File: src/rtl/noc_local_ni.sv
// noc_local_ni: processing-element side of a router local port; queues core packets into
// timestamped flits for injection, and checks and unpacks ejected flits for the core.
module noc_local_ni #(
    parameter int         DATASIZE  = 40,
    parameter logic [3:0] NODE_ID   = 4'd10,
    parameter int         TXQ_DEPTH = 4,
    parameter int         TXQ_AW    = 2
) (
    input  logic                clk,
    input  logic                rst_n,
    input  logic                tx_req,
    input  logic [3:0]          tx_dst,
    input  logic [21:0]         tx_payload,
    input  logic [1:0]          tx_type,
    output logic                tx_ready,
    output logic [DATASIZE-1:0] L_data_out,
    output logic                L_valid_out,
    input  logic                full,
    input  logic [DATASIZE-1:0] L_data_in,
    input  logic                L_valid_in,
    output logic                rx_valid,
    output logic [3:0]          rx_src,
    output logic [21:0]         rx_payload,
    output logic [1:0]          rx_type,
    output logic [7:0]          rx_latency,
    output logic [15:0]         tx_count,
    output logic [15:0]         rx_count,
    output logic [15:0]         err_count,
    output logic [15:0]         stall_count
);

    localparam logic [TXQ_AW:0] DEPTH = TXQ_DEPTH[TXQ_AW:0];

    typedef enum logic [1:0] {IDLE, SEND, STALL} tx_state_e;

    tx_state_e             tx_state;
    logic [27:0]           txq_q [TXQ_DEPTH];
    logic [TXQ_AW-1:0]     head_q, tail_q;
    logic [TXQ_AW:0]       count_q, count_d;
    logic [7:0]            ts_q;
    logic                  enq, deq;
    logic [27:0]           head;
    logic [DATASIZE-1:0]   l_data_q;
    logic                  l_valid_q;
    logic                  rx_valid_q;
    logic [3:0]            rx_src_q;
    logic [21:0]           rx_payload_q;
    logic [1:0]            rx_type_q;
    logic [7:0]            rx_latency_q;
    logic [15:0]           tx_count_q, rx_count_q, err_count_q, stall_count_q;

    function automatic logic [15:0] sat_inc(input logic [15:0] v);
        return (v == 16'hFFFF) ? v : v + 16'd1;
    endfunction

    assign tx_ready    = count_q != DEPTH;
    assign head        = txq_q[head_q];
    assign L_data_out  = l_data_q;
    assign L_valid_out = l_valid_q;
    assign rx_valid    = rx_valid_q;
    assign rx_src      = rx_src_q;
    assign rx_payload  = rx_payload_q;
    assign rx_type     = rx_type_q;
    assign rx_latency  = rx_latency_q;
    assign tx_count    = tx_count_q;
    assign rx_count    = rx_count_q;
    assign err_count   = err_count_q;
    assign stall_count = stall_count_q;

    // Tx state is a pure function of queue occupancy and router backpressure this cycle
    always_comb begin
        tx_state = (count_q == '0) ? IDLE : (full ? STALL : SEND);
        enq      = tx_req && tx_ready;
        deq      = tx_state == SEND;
        count_d  = count_q + (TXQ_AW+1)'(enq) - (TXQ_AW+1)'(deq);
    end

    // Queue storage needs no reset; only the pointers define which entries are live
    always_ff @(posedge clk) begin
        if (enq) txq_q[tail_q] <= {tx_dst, tx_payload, tx_type};
    end

    // Timestamp, queue pointers, flit injection and tx statistics
    always_ff @(posedge clk or negedge rst_n) begin
        if (!rst_n) begin
            ts_q          <= '0;
            head_q        <= '0;
            tail_q        <= '0;
            count_q       <= '0;
            l_data_q      <= '0;
            l_valid_q     <= 1'b0;
            tx_count_q    <= '0;
            stall_count_q <= '0;
        end else begin
            ts_q      <= ts_q + 8'd1;
            count_q   <= count_d;
            l_valid_q <= deq;
            if (enq) tail_q <= tail_q + TXQ_AW'(1);
            if (deq) begin
                head_q     <= head_q + TXQ_AW'(1);
                l_data_q   <= {NODE_ID, head[27:24], ts_q, head[23:0]};
                tx_count_q <= sat_inc(tx_count_q);
            end
            if (tx_state == STALL) stall_count_q <= sat_inc(stall_count_q);
        end
    end

    // Ejection: unpack flits addressed here, count and drop the rest
    always_ff @(posedge clk or negedge rst_n) begin
        if (!rst_n) begin
            rx_valid_q   <= 1'b0;
            rx_src_q     <= '0;
            rx_payload_q <= '0;
            rx_type_q    <= '0;
            rx_latency_q <= '0;
            rx_count_q   <= '0;
            err_count_q  <= '0;
        end else begin
            rx_valid_q <= L_valid_in && (L_data_in[35:32] == NODE_ID);
            if (L_valid_in && L_data_in[35:32] == NODE_ID) begin
                rx_src_q     <= L_data_in[39:36];
                rx_payload_q <= L_data_in[23:2];
                rx_type_q    <= L_data_in[1:0];
                rx_latency_q <= ts_q - L_data_in[31:24];
                rx_count_q   <= sat_inc(rx_count_q);
            end else if (L_valid_in) begin
                err_count_q  <= sat_inc(err_count_q);
            end
        end
    end

endmodule

File: config.mk
export PLATFORM = sky130hd
export DESIGN_NAME = noc_local_ni
export DESIGN_NICKNAME = d
export VERILOG_FILES = /design/src/rtl/noc_local_ni.sv
export SDC_FILE = /design/constraint.sdc
export NUM_CORES = 1
export LEC_CHECK = 0
export ABC_AREA = 1
export ABC_CLOCK_PERIOD_IN_PS = 2700
export BUFFER_PORTS_ARGS = -buffer_cell sky130_fd_sc_hd__buf_2
export CAP_MARGIN = 20
export CORE_UTILIZATION = 40
export CTS_BUF_LIST = sky130_fd_sc_hd__clkbuf_4 sky130_fd_sc_hd__clkbuf_8
export DETAILED_ROUTE_END_ITERATION = 8
export PLACE_DENSITY = 0.58
export SKIP_CTS_REPAIR_TIMING = 1
export SYNTH_ARGS = -nofsm -noshare
export SYNTH_HDL_FRONTEND = slang
export SYNTH_SLANG_ARGS = --single-unit
File: constraint.sdc
create_clock -name clk -period 2.7 [get_ports clk]
set_clock_uncertainty 0.1 [all_clocks]
set_input_delay 0.405 -clock clk [delete_from_list [all_inputs] [get_ports clk]]
set_output_delay 0.405 -clock clk [all_outputs]
set_load 0.02 [all_outputs]
==> reports/results.ini <==
[status]
status=finished clean

[synth]
ys_types=35
yosysMostFrequentCell=nand2_1
ys_ff_latch=266
synth_edf_count=112
yosysWarnings=0
ys_async_sr_fraction_pct=57.9
netlist_area_mm2=0.0120
synth_top_cell_by_area=dfrtp_1
netlist.area_leader.share_pct=32.2
syn_inst=1273
syn_area_per_cell_um2=9.40
ys_seq_area_share_pct=60.3
yosys-top-cells-area=dfrtp_1 32%, edfxtp_1 28%, nand2_1 12%
ys.flop_type=dfrtp_1
synthTopCellsByCount=394 x nand2_1, 212 x nor2_1, 154 x dfrtp_1, 112 x edfxtp_1, 77 x o21ai_0

[setup_path]
crit_path_end_kind=flip-flop
path_cells=inv_2 -> nand3_1 -> nand2_1 -> ha_1 -> inv_1 -> ha_1 -> fa_1 -> xor2_1
arrival_ns=2.44
start_kind=flip-flop
slowest_stage=dfrtp_1
critPathMaxFanout=8
crit_type=reg2reg
critical_path_required_ns=3.03
path_common_cell=ha_1
slowest_delay_ns=0.38

[grt]
grt_pass1_vias=8746
grt_overflow_total=0
grt_start_max_net_pins=66
grt_pass1_wl_um=44300
grt.total_usage_pct=18.1
antenna_found_initial=1

[drt]
avgViaCountPerCell=4.72
finalWirelength_um=28100
dr.pass1.iters=5
post_drt_wl_per_cell_um=14.2
vias=9336
final_antenna_net_count=0
drt_iter0_markers=509
drc=0

[cells_and_area]
n_fill_cell=2655
postLayoutCellArea_mm2=0.0149
syn2layout_area_growth_pct=24.3
drive_gt1_share_pct=21.4
fin_util_pct=51.1
layout.cells.non_filler=1979
nNetsFinal=1651

[sta]
rsz0062_at_grt=no
worstMarginPinSlew_ns=0.856
drv_slew=0
post-route-min-period_ns=2.11
timing.final.crit_share_pct=78.0
relSlewSlack_pct=42.8
hold_viol_final=0
setup_viol=0
fin_setup_tns_ns=0
max_freq_ghz=0.475

[pwr]
total_power_w=0.0130
leakage_nw=6.85
pwr_density_cell_mw_per_mm2=874
p_comb_share_pct=28.5
p_int_w=0.00836
ir_drop_mv=0.624
seqPwrFrac_pct=43.3
power.switching_w=0.00463
clkPwrFrac_pct=28.3
switching_share_pct=35.6

[floorplan]
die_w_um=175
die-area_mm2=0.0306
initial_core_util_pct=41.1
rows=62
ios=216
coreArea_mm2=0.0291
die_h_um=175

[clock_network]
cts_root_buffer=clkbuf_8
cts_tree=built
ctsLongestPathBuffers=3
cts_buffers=46
path_clk_slew_ns=0.06
cts_sinks=266
clock_latency_ns=0.56
h-tree-depth=2

[placed_design]
place_inst=1840
port_buffers=213
place_area_mm2=0.0134
gp_congestion=0.839
dp_hpwl_um=18100

[min_path]
min_path_type=in2reg

[run]
drv_cap=0

-- per-stage QoR --
| stage | hold WS, ns | setup WS [ns] |
|---|---|---|
| floorplan | 0.00941 | 0.136 |
| global placement | 0.283 | 0.658 |
| detailed placement | 0.281 | 0.596 |
| CTS | -0.312 | 0.572 |
| global route | 0.00505 | 0.458 |
| finish | 0.0135 | 0.595 |
-- kinds of logic after synthesis --
family	after synthesis	share of synthesized area, %
flops	266	60.3
buf+inv	126	4.92
other cells	1	0.0313
compound gates	113	5.21
simple gates	703	24.1
xor+xnor	44	3.22
fa+ha+maj	20	2.22
-- worst paths after layout --
check / cells past startpoint / end / slack, ns / start
max: 8 / count_q[2] / 0.59 / count_q[1]
min: 3 / rx_payload[18] / 0.01 / L_data_in[20]
max reg2reg: 8 / count_q[2] / 0.59 / count_q[1]
min reg2reg: 2 / rx_payload[17] / 0.37 / rx_payload[17]
max in group asynchronous: 3 / tx_count[15] / 1.49 / rst_n
min in group asynchronous: 2 / stall_count[2] / 0.28 / rst_n
-- power by group through the flow --
stage | Clock (W) | Combinational [W] | Sequential (W)
after floorplan | 0 | 0.00188 | 0.00621
after global placement | 0 | 0.00363 | 0.00568
after detailed placement | 0 | 0.00371 | 0.00568
after CTS | 0.00382 | 0.00371 | 0.00562
after global routing | 0.00399 | 0.00413 | 0.00572
final | 0.00367 | 0.00370 | 0.00562
-- routing by layer --
| layer | up-vias | track usage [%] | wire (um) |
|---|---|---|---|
| li1 | 4701 | - | - |
| met1 | 4318 | 23.0 | 12600 |
| met2 | 259 | 30.3 | 13100 |
| met3 | 58 | 4.29 | 1610 |
| met4 | 0 | 6.41 | 794 |
| met5 | - | 0 | 0 |
-- flip-flops by register name, indices dropped and copies added, names as in the netlist, 3 cells and up --
register	flops
tx_count	16
err_count	16
rx_latency	8
rx_count	16
rx_payload	22
stall_count	16
count_q	3
ts_q	8
L_data_out	37
rx_src	4
txq_q	112
-- cell usage in the layout (no fill, tap or decap), drive strengths merged, types with 18 or more instances in the layout --
cell type	Yosys	routed
a31oi	28	28
buf	32	227
clkbuf	13	67
dfrtp	154	154
dlygate4sd3	0	54
edfxtp	112	112
ha	18	18
inv	80	83
nand2	403	403
nand3	45	45
nand4	20	20
nor2	219	219
o21ai	78	78
xnor2	22	22
xor2	22	22
-- cell type report --
cell class | count | area, um2 | area share (%)
flip-flops and latches | 266 | 7220 | 48.6
multi-input cells | 882 | 4180 | 28.1
repair buffers | 281 | 1740 | 11.7
clock buffers | 67 | 847 | 5.70
well taps | 384 | 480 | 3.23
inverters | 81 | 304 | 2.05
clock inverters | 17 | 93.8 | 0.631
diodes | 1 | 2.50 | 0.0168
-- critical path, delay by kind of cell (launching register included) --
kind / cells / cell delay (ns)
and+or+nand+nor: 2 / 0.30
adders and majority gates: 3 / 0.94
xor gates and xnor gates: 1 / 0.17
buffers and inverters: 2 / 0.11
DFF: 1 / 0.38
No activity file was read; power rests on OpenSTA's default activity.
